### config.mk
export PLATFORM = sky130hd
export DESIGN_NAME = urf_access_ctrl
export DESIGN_NICKNAME = d
export VERILOG_FILES = /design/src/rtl/urf_access_ctrl.sv
export SDC_FILE = /design/constraint.sdc
export NUM_CORES = 1
export LEC_CHECK = 0
export BUFFER_PORTS_ARGS = -buffer_cell sky130_fd_sc_hd__buf_2
export CORE_MARGIN = 3
export CORE_UTILIZATION = 38
export DETAILED_ROUTE_END_ITERATION = 16
export PLACE_DENSITY = 0.71
export REMOVE_ABC_BUFFERS = 1
export SLEW_MARGIN = 20
export SYNTH_ARGS = -nofsm -noshare
export SYNTH_HDL_FRONTEND = slang
export SYNTH_SLANG_ARGS = --single-unit
### constraint.sdc
create_clock -name clk -period 1.4 [get_ports clk]
set_input_delay 0.14 -clock clk [delete_from_list [all_inputs] [get_ports clk]]
set_output_delay 0.14 -clock clk [all_outputs]
set_load 0.05 [all_outputs]
### src/rtl/urf_access_ctrl.sv
// urf_access_ctrl: valid/ready request front-end sequencing commands onto the register array.
// Optional feature macro: URF_ADDR_CHECK_EN (reject addresses >= DEPTH).
module urf_access_ctrl #(
  parameter  int DATA_WIDTH = 8,
  parameter  int DEPTH      = 16,
  localparam int ADDR_W     = $clog2(DEPTH)
) (
  input  logic                  clk,
  input  logic                  rst,
  input  logic                  req_valid,
  output logic                  req_ready,
  input  logic                  req_we,
  input  logic [ADDR_W-1:0]     req_addr,
  input  logic [DATA_WIDTH-1:0] req_wdata,
  output logic                  rsp_valid,
  input  logic                  rsp_ready,
  output logic [DATA_WIDTH-1:0] rsp_data,
  output logic                  rsp_err,
  output logic                  arr_write_en,
  output logic [DEPTH-1:0]      arr_write_addr,
  output logic [DATA_WIDTH-1:0] arr_write_data,
  output logic [DEPTH-1:0]      arr_read_addr,
  input  logic [DATA_WIDTH-1:0] arr_read_data,
  input  logic                  arr_busy
);

  localparam int PAD_W = DEPTH - ADDR_W;

  typedef enum logic [2:0] {
    S_IDLE,
    S_WR,
    S_RD_ISSUE,
    S_RD_WAIT,
    S_RSP
  } state_e;

  state_e                state_q, state_d;
  logic [ADDR_W-1:0]     addr_q, addr_d;
  logic [DATA_WIDTH-1:0] wdata_q, wdata_d;
  logic [DATA_WIDTH-1:0] rsp_data_q, rsp_data_d;
  logic                  drop_q, drop_d;
  logic                  err_q, err_d;
  logic                  addr_oor;
  logic [DEPTH-1:0]      addr_ext;
  logic                  unused_busy;

  assign unused_busy = arr_busy;

`ifdef URF_ADDR_CHECK_EN
  localparam logic [ADDR_W:0] DEPTH_L = (ADDR_W+1)'(DEPTH);
  assign addr_oor = ({1'b0, req_addr} >= DEPTH_L);
`else
  assign addr_oor = 1'b0;
`endif

  assign addr_ext = {{PAD_W{1'b0}}, addr_q};

  always_ff @(posedge clk or posedge rst) begin
    if (rst) begin
      state_q    <= S_IDLE;
      addr_q     <= '0;
      wdata_q    <= '0;
      rsp_data_q <= '0;
      drop_q     <= 1'b0;
      err_q      <= 1'b0;
    end else begin
      state_q    <= state_d;
      addr_q     <= addr_d;
      wdata_q    <= wdata_d;
      rsp_data_q <= rsp_data_d;
      drop_q     <= drop_d;
      err_q      <= err_d;
    end
  end

  always_comb begin
    state_d    = state_q;
    addr_d     = addr_q;
    wdata_d    = wdata_q;
    rsp_data_d = rsp_data_q;
    drop_d     = drop_q;
    err_d      = err_q;
    unique case (state_q)
      S_IDLE: begin
        if (req_valid) begin
          addr_d = req_addr;
          drop_d = addr_oor;
          err_d  = 1'b0;
          if (req_we) begin
            wdata_d = req_wdata;
            state_d = S_WR;
          end else if (addr_oor) begin
            rsp_data_d = '0;
            err_d      = 1'b1;
            state_d    = S_RSP;
          end else begin
            state_d = S_RD_ISSUE;
          end
        end
      end
      S_WR: begin
        drop_d  = 1'b0;
        state_d = S_IDLE;
      end
      S_RD_ISSUE: begin
        state_d = S_RD_WAIT;
      end
      S_RD_WAIT: begin
        // the array never reads entry 0, so its read data is stale there
        rsp_data_d = (addr_q == '0) ? '0 : arr_read_data;
        state_d    = S_RSP;
      end
      S_RSP: begin
        if (rsp_ready) begin
          rsp_data_d = '0;
          err_d      = 1'b0;
          state_d    = S_IDLE;
        end
      end
      default: begin
        state_d = S_IDLE;
      end
    endcase
  end

  always_comb begin
    req_ready      = 1'b0;
    rsp_valid      = 1'b0;
    arr_write_en   = 1'b0;
    arr_write_addr = '0;
    arr_write_data = '0;
    arr_read_addr  = '0;
    unique case (state_q)
      S_IDLE: begin
        req_ready = ~rst;
      end
      S_WR: begin
        if (!drop_q) begin
          arr_write_en   = 1'b1;
          arr_write_addr = addr_ext;
          arr_write_data = wdata_q;
        end
      end
      S_RD_ISSUE,
      S_RD_WAIT: begin
        arr_read_addr = addr_ext;
      end
      S_RSP: begin
        rsp_valid = 1'b1;
      end
      default: begin
        req_ready = 1'b0;
      end
    endcase
  end

  assign rsp_data = rsp_data_q;
  assign rsp_err  = err_q & rsp_valid;

endmodule

# After elaboration in Yosys (flattened, before gate mapping)
# Cells that the tools add are included.
[totals]
register_bits = 25
inputBits = 26
out_inout_bits = 52
wordCells = 46
[classes]
n_eq_ne = 6
n_mux = 20
n_bitwise = 2
reduce_logical = 12
[ops]
columns = ["cell", "n"]
rows = [
  ["$mux W8", 4],
  ["$pmux W8 S2", 1],
  ["$mux W4", 3],
  ["$pmux W3 S4", 1],
  ["$reduce_and A2 Y1", 4],
  ["$eq A3 B2 Y1 const B", 2],
  ["$mux W1", 6],
  ["$mux W3", 2],
  ["$reduce_and A3 Y1", 2],
  ["$reduce_bool A2 Y1", 3],
  ["$logic_not A4 Y1", 1],
  ["$ne A2 B2 Y1 const B", 2],
  ["$pmux W1 S2", 2],
  ["$eq A3 B1 Y1 const B", 1],
  ["$eq A3 B3 Y1 const B", 1],
  ["$logic_not A3 Y1", 1],
  ["$mux W2", 1],
  ["$reduce_or A2 Y1", 1],
  ["$and A1 B1 Y1", 1],
  ["$not A1 Y1", 1],
]

# Longest topological paths before layout
# Gate-level depths: netlist of run 1.
[logic_depth]
word_depth = 3
mapped_depth = 4
mapped_depth_nobuf = 3

# Worst setup path after synthesis of run 1
# Ideal clock, no wire load.
[synth_timing]
path_type = "register to register"
startpoint = "register state_q[0]"
endpoint = "register rsp_data_q[0] (netlist: rsp_data[0])"
setup_ns = 0.121
t_arrival_ns = 2.450
slack_ns = -1.171
stages_incl_launch_ff = 5
n_path_buf = 1
path_cell_list = "dfrtp_1 > buf_2 > nor3b_1 > a21boi_1 > a22o_1"
[synth_via]
elab_chain_cells = 3
elab_cells_between_ends = 6
cone_classes = "eq/ne (3); mux (1); reduce/logical (2)"
[synth_lines]
columns = ["item", "line_no", "text"]
rows = [
  ["start, declared", "37", "state_e state_q, state_d;"],
  ["start signal, assigned", "67", "state_q <= state_d;"],
  ["$eq A3 B3 Y1 or $eq A3 B2 Y1 (tied branches)", "83", "unique case (state_q)"],
  ["$ne A2 B2 Y1 (no source line) or $reduce_bool A2 Y1 (tied branches)", "--", ""],
  ["$reduce_and A2 Y1 (no source line)", "--", ""],
  ["end signal, assigned", "70", "rsp_data_q <= rsp_data_d;"],
  ["end, declared", "40", "logic [DATA_WIDTH-1:0] rsp_data_q, rsp_data_d;"],
]
# Several ways; a longest one is shown, not always the timed one.
# A chain may end at the register's enable or synchronous reset.

# Worst setup path in the final report of run 1
[layout_timing]
startpoint = "register state_q[1]"
endpoint = "output arr_write_data[3]"
[layout_via]
elab_chain_cells = 2
[layout_lines]
columns = ["item", "line_no", "text"]
rows = [
  ["$eq A3 B1 Y1", "133", "unique case (state_q)"],
  ["$mux W8", "133", ""],
  ["end, declared", "21", "output logic [DATA_WIDTH-1:0] arr_write_data,"],
]
# No other way between the ends.

==> impl_metrics.csv, run 1 <==
group,metric,value,unit
critical_path,crit_slowest_cell,"dfrtp_2",
clock_network,clk_pin_slew_worst_paths,0.13,ns
pwr,powerDensity,2570,mW/mm^2
drt,drtPass1Iterations,2,
global_route,grt-ovfl-total,0,
finish,nNetsFinal,204,
critical_path,start_kind,"register",
synthesis,synth_cell_type_count,21,
critical_path,arrival,1.50,ns
timing,finalClockSkew,0.00930,ns
synthesis,yosysWarningCount,0,
global_route,grt_pass1_wl,4970,um
critical_path,slowest_delay,0.48,ns
clock_network,htreeDepth,1,
global_route,grt_max_degree,14,
timing,fmax,608,MHz
synthesis,yosysSeqAreaShare,46.3,%
critical_path,critical-path-top-delay-family,"flip-flops",
clock_network,cts-root-buf,"clkbuf_4",
critical_path,cp.buffers_inverters,2,
pwr,leakagePower,1.02,nW
drt,wl_per_cell,14.6,um
outcome,violations,"setup timing",
drt,postRouteAntennaNets,0,
timing,period_share,117,%
timing,slew_viol_final,0,
drt,drc,0,
synthesis,avgSynthCellArea,11.5,sq um
critical_path,crit_fanout,8,
timing,fin_crit,1.64,ns
critical_path,path_cells,"nor3b_4, buf_6, and2_4, buf_8",
placement,post-place-ws,-0.129,ns
global_route,antenna_found_initial,0,
pwr,total_power,0.00513,W
floorplan,coreArea,0.00308,sq mm
timing,finalHoldWorstSlack,0.0428,ns
floorplan,boundaryPins,78,
placement,gp_congestion,0.680,
synthesis,syn_inst,108,
critical_path,end_kind,"output pin",
finish,layoutNonFillerInstCount,221,
clock_network,clock_path_buffers,2,
timing,finalSetupViolations,32,
global_route,grt_pass1_vias,1020,
critical_path,required,1.26,ns
timing,rsz0062_at_grt,"true",
synthesis,synth-seq-cells,23,
finish,layout-drive-gt1-share,62.7,%
timing,finalHoldViolCount,0,
min_path,hold_path.class,"in2reg",
pwr,vdd_ir_drop_max,1.51,mV
clock_network,cts-buffers-inserted,3,
drt,vias,992,
timing,fin_ws,-0.243,ns
synthesis,synthesis.area,0.00124,sq mm
finish,antenna_cells,0,
floorplan,die_w,63.2,um
outcome,outcome,"finished, violations left",
floorplan,die_y,63.2,um
placement,port_buffers,51,
clock_network,clkLatencyLatePin,0.31,ns
clock_network,clock-sinks,23,
floorplan,initial_core_util,40.4,%
drt,vias_per_cell,4.49,
floorplan,rows,20,
flow_run,maxCapViolCount,0,
critical_path,path_class,"reg2out",
finish,syn_to_final_growth,60.6,%
finish,final_core_util,64.8,%
placement,dp.final_hpwl,1970,um
global_route,grt.total_usage,15.8,%
clock_network,tritoncts,"yes",
drt,drtIter0Drc,4,
floorplan,die_area,0.00399,sq mm
drt,wl,3230,um
placement,place_inst,207,
==> worst register-to-register path, delay by kind of cell (launching register included) <==
family / cells / cell delay [ns]
muxes: 1 / 0.31
DFF: 1 / 0.48
buffers and inverters: 3 / 0.46
and+or+nand+nor: 1 / 0.21
==> stage by stage <==
stage / TNS, ns / instance area (sq um)
floorplan: -30.25 / 1110
global placement: -2.03 / 1500
detailed placement: -2.66 / 1500
CTS: -4.32 / 1880
global route: -6.27 / 2000
finish: -5.20 / 2000
==> cells in the mapped netlist, drive strengths merged <==
cell type | n | area [sq um]
nand3b | 1 | 7.51
a22o | 8 | 70.1
nor4b | 1 | 23.8
and2 | 16 | 100
nor2 | 1 | 3.75
nor2b | 1 | 6.26
conb | 1 | 3.75
buf | 29 | 220
a21boi | 1 | 7.51
a21oi | 2 | 10.0
nand2 | 1 | 3.75
o21ai | 1 | 5.00
inv | 3 | 11.3
nor4 | 3 | 33.8
nor3 | 2 | 10.0
mux2 | 12 | 135
dfrtp | 23 | 576
nor3b | 2 | 15.0
==> cell families (layout without fill, tap and decap cells) <==
logic type | Yosys count | in the layout | synth area share (%)
AND/OR/NAND/NOR | 28 | 28 | 16.4
AO/OA/AOI/OAI | 12 | 12 | 7.45
multiplexers | 12 | 12 | 10.9
other | 1 | 25 | 0.302
buffers and inverters | 32 | 77 | 18.6
flip-flops | 23 | 23 | 46.3
==> routing by layer <==
metal  up-vias  track usage [%]  share of wire (%)
met1       488             19.0                 39
met2        48             27.9                 53
met3         2             3.57                7.6
met4         0             4.85               0.25
met5         -                0                  0
li1        454                -                  -
==> flip-flops by register name (all words and copies together), names as in the netlist <==
register / cells
rsp_data: 8
wdata_q: 8
state_q: 3
addr_q: 4
==> cell usage in the layout, fill, tap and decap left out, drive strengths merged <==
cell / synthesis / final
nor2: 1 / 1
dlygate4sd3: 0 / 1
nand3b: 1 / 1
nor4: 3 / 3
dfrtp: 23 / 23
mux2: 12 / 12
nor3: 2 / 2
nor3b: 2 / 2
nor2b: 1 / 1
nand2: 1 / 1
a21boi: 1 / 1
nor4b: 1 / 1
inv: 3 / 3
clkbuf: 0 / 4
conb: 1 / 25
and2: 16 / 16
buf: 29 / 69
a22o: 8 / 8
a21oi: 2 / 2
o21ai: 1 / 1
==> power breakdown <==
group,internal (W),switching (W),leakage [nW]
registers,0.000975,0.000266,0.281
clock network,0.000111,0.000192,0.0150
logic,0.00165,0.00193,0.723
total,0.00274,0.00239,1.02
==> repair_timing <==
| action | 4_1_cts | 5_1_grt |
|---|---|---|
| gates resized for setup | 88 | 23 |
| buffers inserted | 7 | 3 |
| endpoints found under the setup margin | 39 | 39 |
| gates cloned | 0 | 0 |
| hold endpoints to repair | 10 | 0 |
| pin swaps | 9 | 8 |
| hold buffers | 1 | 0 |
==> final cells by class <==
cell class,instances,area (sq um)
fill,235,1080
multi-input combinational,77,681
timing repair buffer,70,644
sequential,23,578
tap,44,55.1
clock buffer,4,26.3
inverter,3,11.3
==> path summary, 6_finish.rpt <==
check                                  from                 to  slack (ns)  cells past startpoint
max in group asynchronous               rst        rsp_data[5]        0.44                      4
max                              state_q[1]  arr_write_data[3]       -0.24                      4
max reg2reg                      state_q[1]         wdata_q[5]       -0.16                      5
min                        arr_read_data[4]        rsp_data[4]        0.04                      2
min in group asynchronous               rst         state_q[2]        0.43                      3
min reg2reg                     rsp_data[1]        rsp_data[1]        0.51                      1
(Power assumes the default switching activity.)
==> run 2, diff against run 1 <==
- CORE_UTILIZATION: 38 -> 45
- PLACE_DENSITY: 0.71 -> 0.8
- SKIP_CTS_REPAIR_TIMING: unset -> 1
- clock period: 1.4 -> 2.1 ns (I/O delays scaled with it)
==> run 2 against run 1 <==
Against the previous run:
- the flow now finishes without violations
- combinational power down 59%
- core utilization shrank 7.7 points
- critical endpoint is now arr_write_data[1]
- power down 51%
==> impl_metrics.csv, run 2 (synthesis results as in run 1) <==
group,metric,value,unit
global_route,grt-ovfl-total,0,
critical_path,end_kind,"output pin",
clock_network,clock_path_buffers,2,
finish,seq_area,577,sq um
drt,vias,882,
global_route,grt_max_degree,24,
finish,final_core_util,57.1,%
timing,finalHoldWorstSlack,0.0575,ns
drt,wl_per_cell,12.1,um
floorplan,die_area,0.00343,sq mm
finish,syn_to_final_growth,17.0,%
finish,layout_common_cells,"51 x buf_2, 25 x conb_1, 22 x dfrtp_1, 16 x and2_1, 12 x mux2_2",
drt,drtPass1Iterations,3,
outcome,outcome,"complete, no violations",
timing,worst_pin_slew,0.843,ns
clock_network,clkLatencyLatePin,0.31,ns
clock_network,cts-root-buf,"clkbuf_4",
placement,dp.final_hpwl,1850,um
floorplan,die_w,58.5,um
finish,nNetsFinal,187,
drt,drtIter0Drc,20,
floorplan,coreArea,0.00254,sq mm
finish,multi_input_area,531,sq um
pwr,vdd_ir_drop_max,0.979,mV
global_route,grt.total_usage,13.7,%
min_path,hold_path.class,"in2async",
global_route,antenna_found_initial,0,
global_route,gr-usage-met2,23.0,%
clock_network,clk_pin_slew_worst_paths,0.13,ns
timing,finalClockSkew,0.00415,ns
flow_run,maxCapViolCount,0,
critical_path,start_kind,"register",
pwr,leakagePower,0.799,nW
clock_network,cts-buffers-inserted,3,
drt,wl,2310,um
finish,fill_cells,225,
timing,fmax,535,MHz
drt,vias_per_cell,4.64,
global_route,grt_pass1_wl,3560,um
critical_path,path_class,"reg2out",
global_route,grt_pass1_vias,847,
global_route,use_met1,17.2,%
drt,postRouteAntennaNets,0,
clock_network,tritoncts,"yes",
drt,drc,0,
critical_path,crit_fanout,9,
finish,layout-drive-gt1-share,45.6,%
critical_path,arrival,1.66,ns
finish,layout_commonest_cell,"buf_2",
global_route,grtUsageMet3,1.97,%
floorplan,boundaryPins,78,
finish,antenna_cells,0,
timing,rsz0062_at_grt,"false",
global_route,grt_busiest_layer,"met2",
critical_path,required,1.89,ns
floorplan,die_y,58.5,um
timing,finalSetupViolations,0,
floorplan,rows,18,
pwr,powerDensity,1720,mW/mm^2
clock_network,clock-sinks,23,
placement,gp_congestion,0.721,
clock_network,htreeDepth,1,
timing,period_share,89.1,%
timing,slew_viol_final,0,
timing,relSlewSlack,43.7,%
floorplan,initial_core_util,48.8,%
timing,finalHoldViolCount,0,
timing,fin_crit,1.87,ns
placement,port_buffers,51,
run 2: cell count changes in the layout (fill, tap and decap cells not counted), moves of 2 or more:
cell,delta
buf_2,+19
buf_8,-19
and2_1,+16
and2_4,-16
mux2_2,+12
mux2_4,-12
buf_6,-11
buf_4,-4
nor3b_4,-2
nor4_1,+2
run 2: worst paths after layout:
check	slack, ns	endpoint	cells past startpoint	from
hold reg to reg	0.51	rsp_data[4]	1	rsp_data[4]
max in group asynchronous	1.47	state_q[0]	2	rst
setup / recovery	0.23	arr_write_data[1]	4	state_q[1]
min in group clk	0.10	state_q[2]	2	rsp_ready
setup reg to reg	0.46	wdata_q[3]	2	state_q[1]
hold / removal	0.06	wdata_q[2]	2	rst
run 2: cell type report:
type,count,share of cell area (%)
Tap cell,30,2.58
Timing Repair Buffer,53,18.6
Sequential cell,23,39.7
Clock inverter,1,0.344
Clock buffer,3,1.55
Multi-Input combinational cell,77,36.5
Inverter,3,0.775
run 2: worst max-delay path, cell delays in order, from the launching register on:
cell     delay, ns
dfrtp_1       0.54
nor3b_2       0.26
buf_4         0.17
and2_1        0.12
buf_2         0.26
run 2: through the flow:
stage	power [W]	cell area [sq um]	std cells	TNS (ns)	worst slack, ns
2_1_floorplan	0.00197	1110	103	-14.05	-0.799
3_3_place_gp	0.00227	1420	186	0	0.488
3_5_place_dp	0.00231	1420	186	0	0.468
4_1_cts	0.00252	1450	190	0	0.119
5_1_grt	0.00263	1450	190	0	0.0871
6_report	0.00250	1450	190	0	0.230
run 2: metal layers:
metal	vias to the layer above	wire [um]	share of wire (%)
met3	4	229	9.9
met2	47	1130	49
met5	-	0	0
met1	412	911	39
li1	419	-	-
met4	0	34	1.5
run 2: report_power, final:
| part | switching [W] | total, W | leakage (nW) | internal, W |
|---|---|---|---|---|
| combinational | 0.00103 | 0.00147 | 0.499 | 0.000443 |
| clock | 0.000131 | 0.000202 | 0.0177 | 0.0000711 |
| sequential | 0.000180 | 0.000828 | 0.282 | 0.000647 |
| total | 0.00134 | 0.00250 | 0.799 | 0.00116 |
